===== src/rtl/reservation_stations_if.sv =====
// Dispatch, CDB, issue-free and entry-status bundle for reservation_stations.
// The slave modport is the reservation-station side; master is the driver side.
interface reservation_stations_if #(
  parameter int RS_SIZE = 8,
  parameter int DATA_W  = 32,
  parameter int TAG_W   = 6,
  parameter int CTRL_W  = 16
) ();
  localparam int IDX_W = $clog2(RS_SIZE);

  logic                       flush;
  logic                       disp_valid;
  logic                       disp_ready;
  logic [DATA_W-1:0]          disp_value_1;
  logic [DATA_W-1:0]          disp_value_2;
  logic [DATA_W-1:0]          disp_imm;
  logic [TAG_W-1:0]           disp_tag_1;
  logic [TAG_W-1:0]           disp_tag_2;
  logic [TAG_W-1:0]           disp_dest_tag;
  logic [CTRL_W-1:0]          disp_ctrl;
  logic [IDX_W-1:0]           disp_id;
  logic                       cdb1_valid;
  logic [TAG_W-1:0]           cdb1_tag;
  logic [DATA_W-1:0]          cdb1_value;
  logic                       cdb2_valid;
  logic [TAG_W-1:0]           cdb2_tag;
  logic [DATA_W-1:0]          cdb2_value;
  logic                       iss_free_valid;
  logic [IDX_W-1:0]           iss_free_id;
  logic [RS_SIZE-1:0]         rs_busy;
  logic [RS_SIZE-1:0]         rs_ready;
  logic [RS_SIZE*DATA_W-1:0]  rs_value_1;
  logic [RS_SIZE*DATA_W-1:0]  rs_value_2;
  logic [RS_SIZE*DATA_W-1:0]  rs_imm;
  logic [RS_SIZE*TAG_W-1:0]   rs_tag_1;
  logic [RS_SIZE*TAG_W-1:0]   rs_tag_2;
  logic [RS_SIZE*TAG_W-1:0]   rs_dest_tag;
  logic [RS_SIZE*CTRL_W-1:0]  rs_ctrl;
  logic [IDX_W:0]             free_count;

  modport slave (
    input  flush, disp_valid, disp_value_1, disp_value_2, disp_imm,
           disp_tag_1, disp_tag_2, disp_dest_tag, disp_ctrl,
           cdb1_valid, cdb1_tag, cdb1_value, cdb2_valid, cdb2_tag, cdb2_value,
           iss_free_valid, iss_free_id,
    output disp_ready, disp_id, rs_busy, rs_ready, rs_value_1, rs_value_2,
           rs_imm, rs_tag_1, rs_tag_2, rs_dest_tag, rs_ctrl, free_count
  );

  modport master (
    output flush, disp_valid, disp_value_1, disp_value_2, disp_imm,
           disp_tag_1, disp_tag_2, disp_dest_tag, disp_ctrl,
           cdb1_valid, cdb1_tag, cdb1_value, cdb2_valid, cdb2_tag, cdb2_value,
           iss_free_valid, iss_free_id,
    input  disp_ready, disp_id, rs_busy, rs_ready, rs_value_1, rs_value_2,
           rs_imm, rs_tag_1, rs_tag_2, rs_dest_tag, rs_ctrl, free_count
  );
endinterface


===== src/rtl/reservation_stations.sv =====
// Reservation station: lowest-free-slot dispatch, dual-CDB wakeup/bypass, flush.
// Define RS_SECOND_CDB_EN to let cdb2 wake entries; otherwise only cdb1 does.
module reservation_stations #(
  parameter int RS_SIZE = 8,
  parameter int DATA_W  = 32,
  parameter int TAG_W   = 6,
  parameter int CTRL_W  = 16
) (
  input logic                  clk,
  input logic                  reset,
  reservation_stations_if.slave bus
);
  localparam int IDX_W = $clog2(RS_SIZE);
  localparam int CNT_W = IDX_W + 1;

  logic [RS_SIZE-1:0] r_busy;
  logic [DATA_W-1:0]  r_val1 [RS_SIZE];
  logic [DATA_W-1:0]  r_val2 [RS_SIZE];
  logic [DATA_W-1:0]  r_imm  [RS_SIZE];
  logic [TAG_W-1:0]   r_tag1 [RS_SIZE];
  logic [TAG_W-1:0]   r_tag2 [RS_SIZE];
  logic [TAG_W-1:0]   r_dest [RS_SIZE];
  logic [CTRL_W-1:0]  r_ctrl [RS_SIZE];

  logic [RS_SIZE-1:0] w_nbusy;
  logic [DATA_W-1:0]  w_nval1 [RS_SIZE];
  logic [DATA_W-1:0]  w_nval2 [RS_SIZE];
  logic [DATA_W-1:0]  w_nimm  [RS_SIZE];
  logic [TAG_W-1:0]   w_ntag1 [RS_SIZE];
  logic [TAG_W-1:0]   w_ntag2 [RS_SIZE];
  logic [TAG_W-1:0]   w_ndest [RS_SIZE];
  logic [CTRL_W-1:0]  w_nctrl [RS_SIZE];

  logic               w_cdb2_valid;
  logic [IDX_W-1:0]   w_disp_id;
  logic               w_disp_ready;
  logic [CNT_W-1:0]   w_free_count;
  logic               w_found;

`ifdef RS_SECOND_CDB_EN
  assign w_cdb2_valid = bus.cdb2_valid;
`else
  logic w_unused_cdb2;
  assign w_cdb2_valid  = 1'b0;
  assign w_unused_cdb2 = ^{bus.cdb2_valid, bus.cdb2_tag, bus.cdb2_value};
`endif

  // Returns {tag, value} after CDB capture; cdb1 is applied last so it wins ties.
  function automatic logic [TAG_W+DATA_W-1:0] resolve(
    input logic [TAG_W-1:0]  tag,
    input logic [DATA_W-1:0] val
  );
    logic [TAG_W+DATA_W-1:0] res;
    res = {tag, val};
    if (tag != '0) begin
      if (w_cdb2_valid && bus.cdb2_tag == tag) res = {{TAG_W{1'b0}}, bus.cdb2_value};
      if (bus.cdb1_valid && bus.cdb1_tag == tag) res = {{TAG_W{1'b0}}, bus.cdb1_value};
    end
    return res;
  endfunction

  always_comb begin
    w_disp_id    = '0;
    w_found      = 1'b0;
    w_free_count = '0;
    for (int unsigned i = 0; i < RS_SIZE; i++) begin
      if (!w_found && !r_busy[i]) begin
        w_disp_id = IDX_W'(i);
        w_found   = 1'b1;
      end
      w_free_count = w_free_count + CNT_W'(!r_busy[i]);
    end
    w_disp_ready = ~&r_busy;
  end

  always_comb begin
    w_nbusy = r_busy;
    for (int unsigned i = 0; i < RS_SIZE; i++) begin
      {w_ntag1[i], w_nval1[i]} = {r_tag1[i], r_val1[i]};
      {w_ntag2[i], w_nval2[i]} = {r_tag2[i], r_val2[i]};
      w_nimm[i]  = r_imm[i];
      w_ndest[i] = r_dest[i];
      w_nctrl[i] = r_ctrl[i];
      if (r_busy[i]) begin
        {w_ntag1[i], w_nval1[i]} = resolve(r_tag1[i], r_val1[i]);
        {w_ntag2[i], w_nval2[i]} = resolve(r_tag2[i], r_val2[i]);
        if (bus.iss_free_valid && bus.iss_free_id == IDX_W'(i)) w_nbusy[i] = 1'b0;
      end
      // Dispatch slot is never busy, so a same-cycle free of it is a no-op.
      if (bus.disp_valid && w_disp_ready && w_disp_id == IDX_W'(i)) begin
        w_nbusy[i] = 1'b1;
        {w_ntag1[i], w_nval1[i]} = resolve(bus.disp_tag_1, bus.disp_value_1);
        {w_ntag2[i], w_nval2[i]} = resolve(bus.disp_tag_2, bus.disp_value_2);
        w_nimm[i]  = bus.disp_imm;
        w_ndest[i] = bus.disp_dest_tag;
        w_nctrl[i] = bus.disp_ctrl;
      end
      if (bus.flush) w_nbusy[i] = 1'b0;
    end
  end

  always_ff @(posedge clk) begin
    if (reset) begin
      r_busy <= '0;
      for (int unsigned i = 0; i < RS_SIZE; i++) begin
        r_val1[i] <= '0;
        r_val2[i] <= '0;
        r_imm[i]  <= '0;
        r_tag1[i] <= '0;
        r_tag2[i] <= '0;
        r_dest[i] <= '0;
        r_ctrl[i] <= '0;
      end
    end else begin
      r_busy <= w_nbusy;
      for (int unsigned i = 0; i < RS_SIZE; i++) begin
        r_val1[i] <= w_nval1[i];
        r_val2[i] <= w_nval2[i];
        r_imm[i]  <= w_nimm[i];
        r_tag1[i] <= w_ntag1[i];
        r_tag2[i] <= w_ntag2[i];
        r_dest[i] <= w_ndest[i];
        r_ctrl[i] <= w_nctrl[i];
      end
    end
  end

  logic [RS_SIZE-1:0]        w_ready;
  logic [RS_SIZE*DATA_W-1:0] w_val1_flat, w_val2_flat, w_imm_flat;
  logic [RS_SIZE*TAG_W-1:0]  w_tag1_flat, w_tag2_flat, w_dest_flat;
  logic [RS_SIZE*CTRL_W-1:0] w_ctrl_flat;

  always_comb begin
    w_ready     = '0;
    w_val1_flat = '0;
    w_val2_flat = '0;
    w_imm_flat  = '0;
    w_tag1_flat = '0;
    w_tag2_flat = '0;
    w_dest_flat = '0;
    w_ctrl_flat = '0;
    for (int unsigned i = 0; i < RS_SIZE; i++) begin
      w_ready[i] = r_busy[i] && r_tag1[i] == '0 && r_tag2[i] == '0;
      w_val1_flat[i*DATA_W +: DATA_W] = r_val1[i];
      w_val2_flat[i*DATA_W +: DATA_W] = r_val2[i];
      w_imm_flat[i*DATA_W +: DATA_W]  = r_imm[i];
      w_tag1_flat[i*TAG_W +: TAG_W]   = r_tag1[i];
      w_tag2_flat[i*TAG_W +: TAG_W]   = r_tag2[i];
      w_dest_flat[i*TAG_W +: TAG_W]   = r_dest[i];
      w_ctrl_flat[i*CTRL_W +: CTRL_W] = r_ctrl[i];
    end
  end

  assign bus.disp_ready  = w_disp_ready;
  assign bus.disp_id     = w_disp_id;
  assign bus.free_count  = w_free_count;
  assign bus.rs_busy     = r_busy;
  assign bus.rs_ready    = w_ready;
  assign bus.rs_value_1  = w_val1_flat;
  assign bus.rs_value_2  = w_val2_flat;
  assign bus.rs_imm      = w_imm_flat;
  assign bus.rs_tag_1    = w_tag1_flat;
  assign bus.rs_tag_2    = w_tag2_flat;
  assign bus.rs_dest_tag = w_dest_flat;
  assign bus.rs_ctrl     = w_ctrl_flat;
endmodule


===== src/flat_wrapper.sv =====
// flat-port wrapper written by rule: the top's interface ports become plain ports
module reservation_stations_flat 
#(
  parameter int RS_SIZE = 8,
  parameter int DATA_W  = 32,
  parameter int TAG_W   = 6,
  parameter int CTRL_W  = 16
)
  (clk, reset, bus_flush, bus_disp_valid, bus_disp_value_1, bus_disp_value_2, bus_disp_imm, bus_disp_tag_1, bus_disp_tag_2, bus_disp_dest_tag, bus_disp_ctrl, bus_cdb1_valid, bus_cdb1_tag, bus_cdb1_value, bus_cdb2_valid, bus_cdb2_tag, bus_cdb2_value, bus_iss_free_valid, bus_iss_free_id, bus_disp_ready, bus_disp_id, bus_rs_busy, bus_rs_ready, bus_rs_value_1, bus_rs_value_2, bus_rs_imm, bus_rs_tag_1, bus_rs_tag_2, bus_rs_dest_tag, bus_rs_ctrl, bus_free_count);
  reservation_stations_if #(.RS_SIZE(RS_SIZE), .DATA_W(DATA_W), .TAG_W(TAG_W), .CTRL_W(CTRL_W)) bus_i ();
  input logic clk;
  input logic reset;
  input wire logic [$bits(bus_i.flush)-1:0] bus_flush;
  input wire logic [$bits(bus_i.disp_valid)-1:0] bus_disp_valid;
  input wire logic [$bits(bus_i.disp_value_1)-1:0] bus_disp_value_1;
  input wire logic [$bits(bus_i.disp_value_2)-1:0] bus_disp_value_2;
  input wire logic [$bits(bus_i.disp_imm)-1:0] bus_disp_imm;
  input wire logic [$bits(bus_i.disp_tag_1)-1:0] bus_disp_tag_1;
  input wire logic [$bits(bus_i.disp_tag_2)-1:0] bus_disp_tag_2;
  input wire logic [$bits(bus_i.disp_dest_tag)-1:0] bus_disp_dest_tag;
  input wire logic [$bits(bus_i.disp_ctrl)-1:0] bus_disp_ctrl;
  input wire logic [$bits(bus_i.cdb1_valid)-1:0] bus_cdb1_valid;
  input wire logic [$bits(bus_i.cdb1_tag)-1:0] bus_cdb1_tag;
  input wire logic [$bits(bus_i.cdb1_value)-1:0] bus_cdb1_value;
  input wire logic [$bits(bus_i.cdb2_valid)-1:0] bus_cdb2_valid;
  input wire logic [$bits(bus_i.cdb2_tag)-1:0] bus_cdb2_tag;
  input wire logic [$bits(bus_i.cdb2_value)-1:0] bus_cdb2_value;
  input wire logic [$bits(bus_i.iss_free_valid)-1:0] bus_iss_free_valid;
  input wire logic [$bits(bus_i.iss_free_id)-1:0] bus_iss_free_id;
  output wire logic [$bits(bus_i.disp_ready)-1:0] bus_disp_ready;
  output wire logic [$bits(bus_i.disp_id)-1:0] bus_disp_id;
  output wire logic [$bits(bus_i.rs_busy)-1:0] bus_rs_busy;
  output wire logic [$bits(bus_i.rs_ready)-1:0] bus_rs_ready;
  output wire logic [$bits(bus_i.rs_value_1)-1:0] bus_rs_value_1;
  output wire logic [$bits(bus_i.rs_value_2)-1:0] bus_rs_value_2;
  output wire logic [$bits(bus_i.rs_imm)-1:0] bus_rs_imm;
  output wire logic [$bits(bus_i.rs_tag_1)-1:0] bus_rs_tag_1;
  output wire logic [$bits(bus_i.rs_tag_2)-1:0] bus_rs_tag_2;
  output wire logic [$bits(bus_i.rs_dest_tag)-1:0] bus_rs_dest_tag;
  output wire logic [$bits(bus_i.rs_ctrl)-1:0] bus_rs_ctrl;
  output wire logic [$bits(bus_i.free_count)-1:0] bus_free_count;
  assign bus_i.flush = bus_flush;
  assign bus_i.disp_valid = bus_disp_valid;
  assign bus_i.disp_value_1 = bus_disp_value_1;
  assign bus_i.disp_value_2 = bus_disp_value_2;
  assign bus_i.disp_imm = bus_disp_imm;
  assign bus_i.disp_tag_1 = bus_disp_tag_1;
  assign bus_i.disp_tag_2 = bus_disp_tag_2;
  assign bus_i.disp_dest_tag = bus_disp_dest_tag;
  assign bus_i.disp_ctrl = bus_disp_ctrl;
  assign bus_i.cdb1_valid = bus_cdb1_valid;
  assign bus_i.cdb1_tag = bus_cdb1_tag;
  assign bus_i.cdb1_value = bus_cdb1_value;
  assign bus_i.cdb2_valid = bus_cdb2_valid;
  assign bus_i.cdb2_tag = bus_cdb2_tag;
  assign bus_i.cdb2_value = bus_cdb2_value;
  assign bus_i.iss_free_valid = bus_iss_free_valid;
  assign bus_i.iss_free_id = bus_iss_free_id;
  assign bus_disp_ready = bus_i.disp_ready;
  assign bus_disp_id = bus_i.disp_id;
  assign bus_rs_busy = bus_i.rs_busy;
  assign bus_rs_ready = bus_i.rs_ready;
  assign bus_rs_value_1 = bus_i.rs_value_1;
  assign bus_rs_value_2 = bus_i.rs_value_2;
  assign bus_rs_imm = bus_i.rs_imm;
  assign bus_rs_tag_1 = bus_i.rs_tag_1;
  assign bus_rs_tag_2 = bus_i.rs_tag_2;
  assign bus_rs_dest_tag = bus_i.rs_dest_tag;
  assign bus_rs_ctrl = bus_i.rs_ctrl;
  assign bus_free_count = bus_i.free_count;
  reservation_stations #(.RS_SIZE(RS_SIZE), .DATA_W(DATA_W), .TAG_W(TAG_W), .CTRL_W(CTRL_W)) u_core (.clk(clk), .reset(reset), .bus(bus_i));
endmodule

===== config.mk =====
export PLATFORM = sky130hd
export DESIGN_NAME = reservation_stations_flat
export DESIGN_NICKNAME = d
export VERILOG_FILES = /design/src/rtl/reservation_stations_if.sv /design/src/rtl/reservation_stations.sv /design/src/flat_wrapper.sv
export SDC_FILE = /design/constraint.sdc
export NUM_CORES = 2
export LEC_CHECK = 0
export BUFFER_PORTS_ARGS = -buffer_cell sky130_fd_sc_hd__buf_2
export CAP_MARGIN = 20
export CORE_AREA = 2 2 506 508
export CTS_CLUSTER_SIZE = 16
export DETAILED_ROUTE_END_ITERATION = 12
export DIE_AREA = 0 0 508 510
export GPL_ROUTABILITY_DRIVEN = 0
export MAX_ROUTING_LAYER = met4
export SYNTH_ARGS = -nofsm -noshare
export SYNTH_HDL_FRONTEND = slang
export SYNTH_SLANG_ARGS = --single-unit

===== constraint.sdc =====
create_clock -name clk -period 3.55 [get_ports clk]
set_input_delay 0.71 -clock clk [delete_from_list [all_inputs] [get_ports clk]]
set_output_delay 0.71 -clock clk [all_outputs]
set_load 0.02 [all_outputs]

==> key figures <==
Pwr
  – Combinational power share: 7.3%
  – Maximum vdd drop: 386.9 uV
  – Pwr dens: 479.8 nW/um2
  – Internal: roughly 20 mW
  – Pwr Total: 26.57 mW
  – Net Sw Frac: 26.33%
  – P_leak: around 23 nW
  – Net Switching: approximately 7.0 mW
  – Part of the power in registers: 45.1%
  – Clock Power Share: 47.6%

Setup path
  – Most used cell, CP: fa_1
  – CP endpoint kind: output port
  – Buf/Inv on CP: 4
  – RR Endpoint: u_core.r_val2[0][98]$_SDFFE_PP0P_
  – Crit-path cells: inv_2, ha_4, fa_1, fa_1, fa_2, inv_2, fa_1, inv_1, buf_6
  – Worst setup path class: reg2out
  – Reg2reg path depth: 7
  – Max stage delay on crit path: 0.47 ns
  – Crit path max fanout: 2
  – Reg-to-reg startpoint: u_core.r_tag2[0][19]$_SDFFE_PP0P_
  – Cell family with most CP delay: adder cells
  – Critical Path AT: between 3 and 4 ns
  – Internal reg-to-reg setup slack: a little under 0.6 ns
  – CP max-delay cell: fa_1
  – CP required: around 2.8 ns
  – Worst setup SP type: register

Final layout
  – Fin util: 21.85%
  – # fillers: around 28,000
  – Share of cells above drive strength 1: 28.71%
  – Area delta synth->final: 35.31%
  – Nets@finish: 6,107
  – Final instance area: 55,380 um2
  – Non-Filler Instances: 9,362

Synthesis
  – Synth top area cells: dfxtp_1 51%, nand2_1 8.7%, o22ai_1 6.2%
  – EDFF count, synth: 0
  – Post-synth net total: 5,085
  – Unique masters post-synth: 53
  – Avg Inst Size Synth: 8.423 um2
  – Synth Register Bits: 1,048
  – Main flop type after synthesis: dfxtp_1
  – Post-synth top area cell: dfxtp_1
  – Synthesized area: 40,930 um2
  – Ys async rst share: 0%
  – Post-synth top area share: 51.26%
  – Sequential element share of the synthesized area: 51.26%
  – Synthesized instance count: 4,859
  – Syn. warnings: 0

Die
  – Core Footprint: roughly 250,000 um2
  – Initial Util: 16.15%
  – Cell row count: 185
  – Die ar.: between 200,000 and 300,000 um2
  – Ports: 1,280
  – Die W: 508 um
  – Overall die height: 510 um

Clocking
  – Clock sink total: approximately 1,000
  – CTS tree: yes
  – Maximum clock path buffer count: 3
  – Reg clk slew, reported paths: 0.07 ns
  – Total CTS buffers: roughly 120
  – H-tree depth: 3
  – # hold bufs at CTS: 0
  – Clk Latency, worst-skew pair: 0.78 ns
  – Root Buffer: clkbuf_16

Detailed routing
  – Remaining DRCs: 0
  – Post-DR wirelength/cell: roughly 26 um
  – Iteration-0 DRC Markers: 4,060
  – Post-route ant nets: 0
  – Routed wire length: 247,500 um
  – Via count: 42,381
  – Vias per std cell: 4.527
  – 1st-pass router iterations: 6

Worst hold path
  – Hold path startpoint: reset
  – Hold EP: u_core.r_val1[0][94]$_SDFFE_PP0P_
  – Hold Path Depth: 2
  – Hold crit path type: in2reg

STA
  – Setup tns final: -1.193 ns
  – Slew headroom: around 15%
  – Highest clock rate: 248.7 MHz
  – Final Hold Viols: 0
  – Minimum clock period: between 4 and 5 ns
  – Max-slew violations: 0
  – Worst Skew: between 0.07 and 0.08 ns
  – Setup WS post-layout: -0.4701 ns
  – Worst slew pin tran: ~1.3 ns
  – Period utilization: 113.2%
  – Hold Slack: 0.2822 ns
  – Endpoints failing setup: 4
  – RSZ-0062 raised after global routing: true

Placed design
  – Area after DPL: about 50,000 um2
  – Dpl ws: 0.1387 ns
  – Dpl hpwl: around 180,000 um
  – Placed cells: ~9,000
  – Number of port buffers: 1,240

Job
  – Max-cap viol count: 0

Run status
  – Outcome: finished, violations left
  – Failing checks: setup timing

GRT
  – Largest net degree at the start of global routing: 200
  – Global route total overflow: 0
  – All-Layer GR Usage: approximately 19%
  – Initial antenna violation count: 20
  – First-pass GRT wire length: 328,400 um
  – Vias in the first global route: 39,831
## cells in the mapped netlist, types with 28 or more instances
cell type  number
o21ai_0        28
buf_4          59
dfxtp_1      1048
nand3_1        64
a22oi_1        88
a21oi_1       495
o22ai_1       403
a22oi_2        30
buf_1          61
nor3_1        313
xnor2_1        91
clkbuf_1      323
a221o_1        31
nor2_1        389
o21ai_1        51
nand2_1       944
buf_2          60
mux2i_1       178
## cell usage in the layout, fill, tap and decap left out, types with 19 or more instances in the layout
| cell type | count |
|---|---|
| clkbuf_1 | 25 |
| or4_1 | 19 |
| xnor2_1 | 90 |
| a221o_1 | 31 |
| o22ai_1 | 402 |
| buf_12 | 48 |
| mux2i_1 | 178 |
| dfxtp_1 | 1046 |
| o21ai_0 | 28 |
| clkbuf_8 | 30 |
| clkbuf_16 | 117 |
| a22oi_1 | 88 |
| a22oi_2 | 30 |
| nand2_1 | 925 |
| diode_2 | 23 |
| nor2_1 | 388 |
| nand3_1 | 62 |
| buf_2 | 1235 |
| a21oi_1 | 490 |
| o21ai_1 | 51 |
| nor3_1 | 310 |
| buf_4 | 139 |
## cell families (layout without fill, tap and decap cells)
family	count (synthesis)	count (layout)	synth area share [%]
AND/OR/NAND/NOR	1818	1818	18.65
AO/OA/AOI/OAI	1159	1159	17.14
flip-flops	1048	1048	51.26
buffers and inverters	536	1650	5.864
multiplexers	179	179	4.381
XOR/XNOR	109	109	2.333
adder cells (fa/ha/maj)	10	10	0.3791
other	0	23	0
## power groups by stage
stage / combinational, mW / sequential, mW / clock (mW)
2_1_floorplan: 0.781 / 12.4 / 0
3_3_place_gp: 1.92 / 12.2 / 0
3_5_place_dp: 1.92 / 12.2 / 0
4_1_cts: 1.93 / 12.0 / 12.9
5_1_grt: 2.01 / 12.0 / 13.3
6_report: 1.94 / 12.0 / 12.7
## worst max path at each step
stage / from / end / cells after the start
6_report: u_core.bus.rs_busy[0]$_SDFF_PP0_ / bus_free_count[1] / 9
5_1_grt: u_core.bus.rs_busy[0]$_SDFF_PP0_ / bus_free_count[1] / 9
4_1_cts: u_core.bus.rs_busy[0]$_SDFF_PP0_ / bus_free_count[1] / 9
3_5_place_dp: bus_cdb1_tag[1] / u_core.r_val1[0][222]$_SDFFE_PP0P_ / 10
3_3_place_gp: u_core.bus.rs_busy[0]$_SDFF_PP0_ / bus_free_count[1] / 9
2_1_floorplan: u_core.bus.rs_busy[0]$_SDFF_PP0_ / bus_free_count[2] / 8
## worst register-to-register path, cell delays in order (launching register included)
cell and delay, ns:
dfxtp_1 0.36, or4_1 0.53, nor3_1 0.60, nor4_1 0.17, buf_4 0.20, nor3_2 0.10
buf_4 0.51, a221o_1 0.42
## repair_timing
item | CTS | global route
gates resized for setup | 15 | 1
pin swaps | 5 | 4
endpoints found under the setup margin | 5 | 5
buffers inserted | 0 | 0
## layer usage
metal  up-vias  part of all wire [%]  global-route usage (%)  wire length, um
met4         0                   9.1                   14.51            22440
li1      18839                     -                       -                -
met3       632                   8.6                   4.437            21220
met5         -                     0                       -                0
met2      2506                    46                   29.33           113200
met1     20404                    37                   19.92            90570
## area by class of cell
cell class | count | area, um2 | share of cell area [%]
inverters | 15 | 56.30 | 0.1017
diodes | 23 | 57.56 | 0.1039
clock inverters | 38 | 505.5 | 0.9128
clock buffers | 172 | 3435 | 6.202
flip-flops and latches | 1048 | 20980 | 37.89
well taps | 3366 | 4212 | 7.605
repair buffers | 1425 | 8223 | 14.85
multi-input cells | 3275 | 17910 | 32.34
## flip-flops by register name, summed over array words and instances (netlist names)
name                cells
u_core.r_imm          256
u_core.bus.rs_busy      8
u_core.r_tag1          48
u_core.r_val2         256
u_core.r_dest          48
u_core.r_val1         256
u_core.r_ctrl         128
u_core.r_tag2          48
No activity file was read; power rests on OpenSTA's default activity.
